===== src/rtl/parking_pkg.sv =====
// parking_pkg: shared gate-state enums and time-of-day widths for the parking controller
package parking_pkg;
  localparam int HOUR_W       = 6;
  localparam int MIN_W        = 6;
  localparam int DAY_HOURS    = 24;
  localparam int HOUR_MINUTES = 60;
  typedef enum logic [1:0] {E_IDLE, E_CHECK, E_OPEN, E_DENY} entry_state_e;
  typedef enum logic {X_IDLE, X_OPEN} exit_state_e;
endpackage


===== src/rtl/parking_clock.sv =====
// parking_clock: tick/minute/hour time-of-day counter
module parking_clock
  import parking_pkg::*;
#(
  parameter int TICKS_PER_MIN = 60,
  parameter int START_HOUR    = 8
) (
  input  logic              clk,
  input  logic              rst,
  output logic [HOUR_W-1:0] hour_o,
  output logic [MIN_W-1:0]  minute_o
);
  localparam int TW = $clog2(TICKS_PER_MIN + 1);
  logic [TW-1:0] tick_q;
  always_ff @(posedge clk) begin
    if (rst) begin
      tick_q   <= '0;
      minute_o <= '0;
      hour_o   <= HOUR_W'(START_HOUR);
    end else if (tick_q == TW'(TICKS_PER_MIN - 1)) begin
      tick_q <= '0;
      if (minute_o == MIN_W'(HOUR_MINUTES - 1)) begin
        minute_o <= '0;
        hour_o   <= (hour_o == HOUR_W'(DAY_HOURS - 1)) ? '0 : hour_o + 1'b1;
      end else begin
        minute_o <= minute_o + 1'b1;
      end
    end else begin
      tick_q <= tick_q + 1'b1;
    end
  end
endmodule


===== src/rtl/parking_gate_ctrl.sv =====
// parking_gate_ctrl: entry/exit gate sequencing, event serialisation and time of day
module parking_gate_ctrl
  import parking_pkg::*;
#(
  parameter int TICKS_PER_MIN = 60,
  parameter int HOLD_CYCLES   = 8,
  parameter int START_HOUR    = 8
) (
  input  logic              clk,
  input  logic              rst,
  input  logic              arrive_req,
  input  logic              arrive_uni,
  input  logic              pass_entry,
  input  logic              exit_req,
  input  logic              exit_uni,
  input  logic              pass_exit,
  input  logic              uni_is_vacated_space,
  input  logic              is_vacated_space,
  output logic              car_entered,
  output logic              is_uni_car_entered,
  output logic              car_exited,
  output logic              is_uni_car_exited,
  output logic [HOUR_W-1:0] current_hour,
  output logic [MIN_W-1:0]  current_minute,
  output logic              entry_open,
  output logic              exit_open,
  output logic              entry_denied
);
  localparam int HW = $clog2(HOLD_CYCLES + 1);
  entry_state_e  e_state_q;
  exit_state_e   x_state_q;
  logic          arr_q, exr_q, e_uni_q, x_uni_q, pend_q;
  logic [HW-1:0] e_cnt_q, x_cnt_q;
  logic          entry_ev, exit_ev, admit, entry_fire_d;
  assign entry_ev     = (e_state_q == E_OPEN) && pass_entry;
  assign exit_ev      = (x_state_q == X_OPEN) && pass_exit;
  assign admit        = e_uni_q ? uni_is_vacated_space : is_vacated_space;
  assign entry_fire_d = pend_q || (entry_ev && !exit_ev);
  parking_clock #(.TICKS_PER_MIN(TICKS_PER_MIN), .START_HOUR(START_HOUR)) u_clock (
    .clk      (clk),
    .rst      (rst),
    .hour_o   (current_hour),
    .minute_o (current_minute)
  );
  always_ff @(posedge clk) begin
    arr_q <= rst ? 1'b0 : arrive_req;
    exr_q <= rst ? 1'b0 : exit_req;
  end
  always_ff @(posedge clk) begin
    if (rst) begin
      e_state_q    <= E_IDLE;
      e_uni_q      <= 1'b0;
      e_cnt_q      <= '0;
      entry_open   <= 1'b0;
      entry_denied <= 1'b0;
    end else begin
      entry_denied <= 1'b0;
      case (e_state_q)
        E_IDLE: if (arrive_req && !arr_q) begin
          e_uni_q   <= arrive_uni;
          e_state_q <= E_CHECK;
        end
        E_CHECK: begin
          e_cnt_q      <= '0;
          e_state_q    <= admit ? E_OPEN : E_DENY;
          entry_open   <= admit;
          entry_denied <= !admit;
        end
        E_OPEN: if (pass_entry || e_cnt_q == HW'(HOLD_CYCLES - 1)) begin
          e_state_q  <= E_IDLE;
          entry_open <= 1'b0;
        end else begin
          e_cnt_q <= e_cnt_q + 1'b1;
        end
        E_DENY: if (!arrive_req) e_state_q <= E_IDLE;
        default: e_state_q <= E_IDLE;
      endcase
    end
  end
  always_ff @(posedge clk) begin
    if (rst) begin
      x_state_q <= X_IDLE;
      x_uni_q   <= 1'b0;
      x_cnt_q   <= '0;
      exit_open <= 1'b0;
    end else begin
      case (x_state_q)
        X_IDLE: if (exit_req && !exr_q) begin
          x_uni_q   <= exit_uni;
          x_cnt_q   <= '0;
          x_state_q <= X_OPEN;
          exit_open <= 1'b1;
        end
        X_OPEN: if (pass_exit || x_cnt_q == HW'(HOLD_CYCLES - 1)) begin
          x_state_q <= X_IDLE;
          exit_open <= 1'b0;
        end else begin
          x_cnt_q <= x_cnt_q + 1'b1;
        end
        default: x_state_q <= X_IDLE;
      endcase
    end
  end
  // exit wins a same-cycle collision; the entry event is replayed one cycle later
  always_ff @(posedge clk) begin
    if (rst) begin
      car_entered        <= 1'b0;
      is_uni_car_entered <= 1'b0;
      car_exited         <= 1'b0;
      is_uni_car_exited  <= 1'b0;
      pend_q             <= 1'b0;
    end else begin
      car_entered        <= entry_fire_d;
      is_uni_car_entered <= entry_fire_d && e_uni_q;
      car_exited         <= exit_ev;
      is_uni_car_exited  <= exit_ev && x_uni_q;
      pend_q             <= entry_ev && exit_ev;
    end
  end
endmodule


===== config.mk =====
export PLATFORM = sky130hd
export DESIGN_NAME = parking_gate_ctrl
export DESIGN_NICKNAME = d
export VERILOG_FILES = /design/src/rtl/parking_pkg.sv /design/src/rtl/parking_clock.sv /design/src/rtl/parking_gate_ctrl.sv
export SDC_FILE = /design/constraint.sdc
export NUM_CORES = 1
export LEC_CHECK = 0
export ABC_AREA = 1
export ABC_CLOCK_PERIOD_IN_PS = 1700
export CAP_MARGIN = 30
export CORE_MARGIN = 2
export CORE_UTILIZATION = 38
export CTS_CLUSTER_SIZE = 24
export DETAILED_ROUTE_END_ITERATION = 6
export GPL_TIMING_DRIVEN = 1
export PLACE_DENSITY = 0.58
export SKIP_LAST_GASP = 1
export SLEW_MARGIN = 20
export SYNTH_ARGS = -nofsm -noshare
export SYNTH_HDL_FRONTEND = slang
export SYNTH_HIERARCHICAL = 1
export SYNTH_SLANG_ARGS = --single-unit

===== constraint.sdc =====
create_clock -name clk -period 1.7 [get_ports clk]
set_input_delay 0.425 -clock clk [delete_from_list [all_inputs] [get_ports clk]]
set_output_delay 0.425 -clock clk [all_outputs]
set_load 0.1 [all_outputs]

# After elaboration in Yosys (flattened, before gate mapping)
# Cells that the tools add are included.
# totals
regBits,41
input_bits,10
output_inout_bits,19
# classes
addsub,5
n_eq_ne,15
muxes,21
bitwise,2
n_reduce_logical,27
# ops
op,count
6-bit by 1-bit adder with 6-bit output (second input constant),3
4-bit one-hot mux with 2 select lines,2
2-bit AND reduction,7
6-bit equality test (second input constant),2
4-bit two-way mux,3
6-bit two-way mux,2
2-bit inequality test (second input constant),5
4-bit by 1-bit adder with 4-bit output (second input constant),2
4-bit by 3-bit equality test with 1-bit output (second input constant),2
1-bit logical AND,8
2-bit one-hot mux with 4 select lines,1
1-bit two-way mux,7
6-bit by 5-bit equality test with 1-bit output (second input constant),1
2-bit two-way mux,3
1-bit one-hot mux with 2 select lines,3
2-bit equality test (second input constant),2
1-bit logical NOT,4
2-bit by 1-bit inequality test with 1-bit output (second input constant),2
2-bit OR reduction,2
1-bit logical OR,3
3-bit AND reduction,1
2-bit by 1-bit equality test with 1-bit output (second input constant),1
2-bit logical NOT,1
1-bit inverter,2
2-bit nonzero test,1

# Longest topological paths before layout
# Gate-level depths: netlist of the first run.
# depth
ltp_word,5
ltp_mapped,8

# Hierarchy
# The synthesis of the first run kept the hierarchy.
# by_module_without_submodules
module,instances,cells_per_inst,area_per_inst_um2,seq_area_each_um2
parking_gate_ctrl,1,135,1022.2,460.4
parking_clock,1,121,909.6,360.3

# Worst setup path after synthesis of the first run
# No wires, ideal clock.
# synth_path
path_kind,register to register
from,register u_clock.minute_o[1]
to,register u_clock.hour_o[0]
setup_ns,0.113
arrival_ns,1.961
required_time_ns,1.587
slack_ns,-0.374
path_stages_with_launch,9
synth_period_minus_slack_ns,2.074
cell_sequence,dfxtp_1 ha_1 nand3_2 nor2_4 nand2_4 nand2_2 nand2_1 o21ai_2 inv_2
# synth_between
elab_chain_cells,2
# synth_lines
element,line,text
start: declaration,parking_clock.sv:11,output logic [MIN_W-1:0] minute_o
start signal: assignment,parking_clock.sv:26,minute_o <= minute_o + 1'b1;
6-bit equality test,parking_clock.sv:22,if (minute_o == MIN_W'(HOUR_MINUTES - 1)) begin
2-bit AND reduction (no line),n/a,
end signal: assignment,parking_clock.sv:19,hour_o <= HOUR_W'(START_HOUR);
end signal: assignment,parking_clock.sv:24,hour_o <= (hour_o == HOUR_W'(DAY_HOURS - 1)) ? '0 : hour_o + 1'b1;
end: declaration,parking_clock.sv:10,"output logic [HOUR_W-1:0] hour_o,"
# No other way between the ends.
# A chain may end at the register's enable or synchronous reset.

# Final worst setup path of the first run
# Same ends and word-level chain as after synthesis.

==> results of run 1 <==
## cell families (layout without fill, tap and decap cells)
logic type,count (synthesis),in the layout
flops,41,41
fa+ha+maj,5,5
buf+inv,40,76
simple gates,131,131
xor+xnor,5,5
compound gates,34,34
## where the power goes
group	leakage [nW]	internal, mW	switching, mW
clock	0.0443	0.322	0.314
sequential	0.338	1.01	0.0582
combinational	0.673	0.154	0.271
## registers in the layout, indices dropped and copies added, names as in the netlist
name                flops
entry_open              1
is_uni_car_entered      1
exit_open               1
u_clock/tick_q          6
car_exited              1
x_cnt_q                 4
pend_q                  1
entry_denied            1
e_state_q               2
u_clock/hour_o          6
arr_q                   1
x_uni_q                 1
x_state_q               1
is_uni_car_exited       1
car_entered             1
e_cnt_q                 4
u_clock/minute_o        6
e_uni_q                 1
exr_q                   1
## cells in the mapped netlist
cell / instances / area (um2)
buf_6: 1 / 11.26
or2_2: 1 / 6.260
nand2_4: 1 / 11.26
a21oi_1: 15 / 75.07
nand4_1: 6 / 37.54
xor2_1: 4 / 35.03
nor4_1: 1 / 6.260
a21boi_1: 1 / 7.510
and2_1: 1 / 6.260
nand3_1: 30 / 150.1
inv_1: 27 / 101.4
nor2_1: 29 / 108.9
xnor2_1: 1 / 8.760
o21bai_2: 1 / 11.26
nand3b_1: 1 / 7.510
inv_2: 9 / 33.78
nor2_2: 2 / 12.51
o21ai_2: 1 / 8.760
a21oi_2: 3 / 26.28
nand3_2: 3 / 30.03
nand2_1: 41 / 153.9
nand3_4: 1 / 17.52
dfxtp_1: 41 / 820.8
o21ai_1: 5 / 25.02
o21bai_1: 1 / 7.510
clkinv_1: 1 / 3.750
ha_1: 5 / 62.56
a31oi_1: 1 / 6.260
o21ai_0: 6 / 30.03
nor3_1: 4 / 20.02
nand2_2: 6 / 37.54
inv_4: 1 / 6.260
buf_2: 1 / 5.000
or3_1: 1 / 6.260
nor2_4: 3 / 33.78
## final cells by class
class | count | share of cell area [%]
clock buffers | 7 | 3.317
inverters | 38 | 5.577
multi-input cells | 175 | 36.49
flip-flops and latches | 41 | 31.97
well taps | 67 | 3.221
repair buffers | 31 | 19.42
## worst paths after layout
check | start | endpoint | slack (ns) | cells after the start
setup / recovery | u_clock/minute_o[1] | u_clock/hour_o[0] | 0.23 | 8
hold / removal | x_uni_q | is_uni_car_exited | 0.44 | 2
setup reg to reg | u_clock/minute_o[1] | u_clock/hour_o[0] | 0.23 | 8
hold reg to reg | x_uni_q | is_uni_car_exited | 0.44 | 2
## per-layer routing
layer,global-route usage [%],vias up,routed length (um)
met5,0,-,0
met4,3.509,0,18
met3,5.291,2,139
met2,23.96,32,1822
met1,21.77,745,1998
li1,-,900,-
## worst max-delay path, stage by stage (launching register included)
cell,delay (ns)
dfxtp_2,0.38
ha_1,0.29
nand3_2,0.13
nor2_4,0.19
nand2_4,0.11
nand2_2,0.11
nand2_1,0.07
o21ai_2,0.06
inv_2,0.03
## through the flow
| stage | hold WS, ns | area, um2 | utilization (%) | power, mW |
|---|---|---|---|---|
| after detailed placement | 0.4450 | 2516 | 52.23 | 1.520 |
| after global placement | 0.4304 | 2516 | 52.23 | 1.516 |
| after floorplan | 0.4175 | 1943 | - | 1.374 |
| after CTS | 0.4509 | 2603 | 54.03 | 2.155 |
| after global routing | 0.4622 | 2603 | 54.03 | 2.247 |
| final | 0.4439 | 2603 | 54.03 | 2.131 |
==> impl_metrics.ini, run 1 <==
[outcome]
status = completed

[run]
maxCapViolCount = 0

[synth]
syn_area_per_cell_um2 = 7.546
synth_cells = 256
ys_seq_area_share_pct = 42.49
muxShareOfSynthArea_pct = 0
synth_fa_ha_area_share_pct = 3.238
synth_compound_area_share_pct = 10.23
yosys.area_share.simple_pct = 33.42
synth_top_family_by_area = simple AND/OR/NAND/NOR gates
synth-seq-cells = 41
yosysUniqueCellTypes = 35
syn_nets = 271
ys.warnings.count = 6
synth_xor_area_share_pct = 2.267
netlist_area_um2 = 1932

[die]
core_area_um2 = 4817
die_area_um2 = 5670
io_pins = 29
row_count = 25
start_util_pct = 40.10
die_h_um = 75.30
die_w_um = 75.30

[critical_path]
cp_data_required_time_ns = 1.89
critPathArrivalTime_ns = 1.66
path_class = reg -> reg
cp-end-kind = register
crit_fanout = 8
start_kind = register

[cells_and_area]
drive_gt1_share_pct = 23.63
n_antenna_cell = 0
area_growth_pct = 34.72
final_common_cell = nand2_1
seq_area_um2 = 832.0
stdcell_count = 359
multi_input_area_um2 = 949.7
final_nets = 307
fill_cells = 476
final_cell_mix = 41 x nand2_1, 32 x dfxtp_1, 30 x nand3_1

[cts]
post_cts_resized = 0
clockBufferDepth = 2
clockRootBuffer = clkbuf_8
cts_tree = built
numCtsBuffers = 5
insertion_delay_ns = 0.29
cts_setup_buffers = 0
cts.sinks = 41
ctsHoldBuffers = 0
htree_levels = 2
clk_pin_slew_worst_paths_ns = 0.08

[sta]
max_freq_mhz = 681.3
slew_violations = 0
fin_skew_ns = 0.01216
setup_tns_ns = 0
finalHoldViolCount = 0
post-route-period-util_pct = 86.33
setup_viol = 0
rsz0062_at_grt = no
worst_slew_pin_slew_ns = 0.3218
fin_ws_ns = 0.2323
period_needed_ns = 1.468
slew_headroom_pct = 78.51

[hold_path]
hold_class = reg -> reg

[grt]
grt_pass1_vias = 1487
grt_max_degree = 18
antenna_found_initial = 0
grt-ovfl-total = 0
gr-usage-all-layers_pct = 15.73
grt_pass1_wl_mm = 6.775

[pwr]
pwr_density_cell_nw_per_um2 = 818.7
ir_drop_mv = 0.6195
leakagePower_nw = 1.055

[detailed_routing]
drt-pass1-iter-count = 4
wire_per_inst_um = 11.08
num_vias = 1679
routed_wl_mm = 3.978
drc = 0
ant_nets = 0
via_per_inst = 4.677
drt_iter0_drc = 83

[placement]
post-place-ws_ns = 0.07267
dp_hpwl_mm = 2.967
place.gp.congestion = 0.7793
placed_cells = 352
numPortBuffers = 28
Power figures use the tool's default switching activity.
==> inputs of run 2 (changes only) <==
Settings changed: HOLD_SLACK_MARGIN set to 0.05, TNS_END_PERCENT set to 100.
==> results of run 2 <==
No change in the layout: final DEF, timing and power equal those of run 1.
==> inputs of run 3 (changes only) <==
Settings changed: CORE_UTILIZATION 38 to 53, PLACE_DENSITY 0.58 to 0.77.
==> run 3 against run 2 <==
Compared with the run above:
- non-clock buffer count down 2
- sequential share of layout area is 0.53 points higher
- clock-buffer cell count stayed put
- final area decreased by 1.6%
- fmax shrank 2.7%
- via count grew 3.9%
- worst setup slack worse by 0.041 ns
- utilization rose by 21 points
- flip-flop and latch count unchanged
- wire length shrank 2.2%
- critical path type unchanged
- largest cell class unchanged
- largest power group unchanged
==> impl_metrics.ini, run 3 (synthesized netlist as in run 1, its figures left out) <==
[detailed_routing]
ant_nets = 0
drt_iter0_drc = 111
num_vias = 1744
drc = 0
wire_per_inst_um = 11.55
via_per_inst = 5.175
drt-pass1-iter-count = 4
routed_wl_mm = 3.892

[die]
start_util_pct = 56.56
die_h_um = 64.38
die_area_um2 = 4144
die_w_um = 64.38
core_area_um2 = 3416
io_pins = 29
row_count = 21

[grt]
grt-ovfl-total = 0
grt_pass1_vias = 1582
busiest_layer = met2
grt_max_degree = 18
antenna_found_initial = 0
grt.met2_usage_pct = 34.90
grtUsageMet3_pct = 5.282
gr-usage-all-layers_pct = 20.83
grtUsageMet1_pct = 25.77
grt_pass1_wl_mm = 6.775

[pwr]
power.switching_uw = 639.7
power_mw = 2.155
pwr_density_cell_nw_per_um2 = 841.7
seq_power_share_pct = 49.8
leakagePower_nw = 1.046
sw_frac_of_total_pct = 29.69
internal-power_mw = 1.515
ir_drop_mv = 0.7106
p_clk_share_pct = 30.6
p_comb_share_pct = 19.6

[cts]
cts.sinks = 41
cts_tree = built
cts_setup_buffers = 0
ctsHoldBuffers = 0
insertion_delay_ns = 0.35
post_cts_resized = 0
clk_pin_slew_worst_paths_ns = 0.12
htree_levels = 2
clockBufferDepth = 2
numCtsBuffers = 5
clockRootBuffer = clkbuf_4

[critical_path]
cp_data_required_time_ns = 1.96
max_stage_delay_ns = 0.37
crit_fanout = 13
crit_chain = ha_1 -> nand3_2 -> nor2_4 -> nand2_4 -> nand2_2 -> nand2_1 -> o21ai_2 -> inv_2
start_kind = register
path_class = reg -> reg
reg2reg_slack_ns = 0.19
cp_slowest_cell = dfxtp_1
cp-end-kind = register
critPathArrivalTime_ns = 1.77

[sta]
slew_violations = 0
whs_ns = 0.4533
fin_skew_ns = 0.008057
max_freq_mhz = 662.8
setup_viol = 0
post-route-period-util_pct = 88.75
worst_slew_pin_slew_ns = 0.3499
setup_tns_ns = 0
rsz0062_at_grt = no
finalHoldViolCount = 0
slew_headroom_pct = 76.64
period_needed_ns = 1.509

[cells_and_area]
drive_gt1_share_pct = 23.37
largestRegisters = u_clock/hour_o (6), u_clock/minute_o (6), u_clock/tick_q (6)
fill_cells = 262
final_common_cell = nand2_1
seq_area_um2 = 832.0
multi_input_area_um2 = 949.7
final_nets = 305
final_cell_mix = 41 x nand2_1, 32 x dfxtp_1, 30 x nand3_1
area_growth_pct = 32.51
n_antenna_cell = 0

[run]
maxCapViolCount = 0

[placement]
numPortBuffers = 28
place.gp.congestion = 0.8456
dp_hpwl_mm = 2.938

[outcome]
status = completed

[hold_path]
hold_class = reg -> reg
-- run 3: layer usage --
metal / up-vias / part of all wire [%] / routed length (um)
met5: - / 0 / 0
met4: 0 / 1.4 / 53
met3: 5 / 4.9 / 191
met2: 50 / 50 / 1934
met1: 791 / 44 / 1712
li1: 898 / - / -
-- run 3: path summary, 6_finish.rpt --
check | depth (start not counted) | start | endpoint
worst max register to register | 8 | u_clock/tick_q[0] | u_clock/hour_o[0]
worst min register to register | 1 | u_clock/tick_q[0] | u_clock/tick_q[0]
worst min-delay path | 1 | u_clock/tick_q[0] | u_clock/tick_q[0]
worst max-delay path | 8 | u_clock/tick_q[0] | u_clock/hour_o[0]
-- run 3: metrics by stage --
stage / setup WS [ns] / instance area (um2) / util (%) / std cells
after CTS: 0.2108 / 2560 / 74.95 / 337
after global placement: 0.1421 / 2475 / 72.45 / 329
final: 0.1912 / 2560 / 74.95 / 337
after detailed placement: 0.1184 / 2475 / 72.45 / 329
after floorplan: 0.002226 / 1943 / - / 256
after global routing: 0.02231 / 2560 / 74.95 / 337
-- run 3: worst max-delay path: cells and delay by family, from the launching register on --
kind                     cells  cell delay, ns
AO/OA/AOI/OAI                1            0.06
buffers and inverters        1            0.03
adder cells (fa/ha/maj)      1            0.25
flip-flops                   1            0.37
AND/OR/NAND/NOR              5            0.72
-- run 3: layout make-up --
type	count	share of cell area (%)
multi-input cells	175	37.10
flip-flops and latches	41	32.50
repair buffers	29	19.16
inverters	38	5.670
well taps	46	2.248
clock buffers	7	2.151
clock inverters	1	1.173
-- run 3: power by group through the flow --
stage          logic, mW  registers (mW)  clock network [mW]
6_report           0.423            1.07               0.659
5_1_grt            0.463            1.08               0.724
4_1_cts            0.427            1.07               0.669
3_5_place_dp       0.423            1.09                   0
3_3_place_gp       0.416            1.09                   0
2_1_floorplan      0.203            1.17                   0
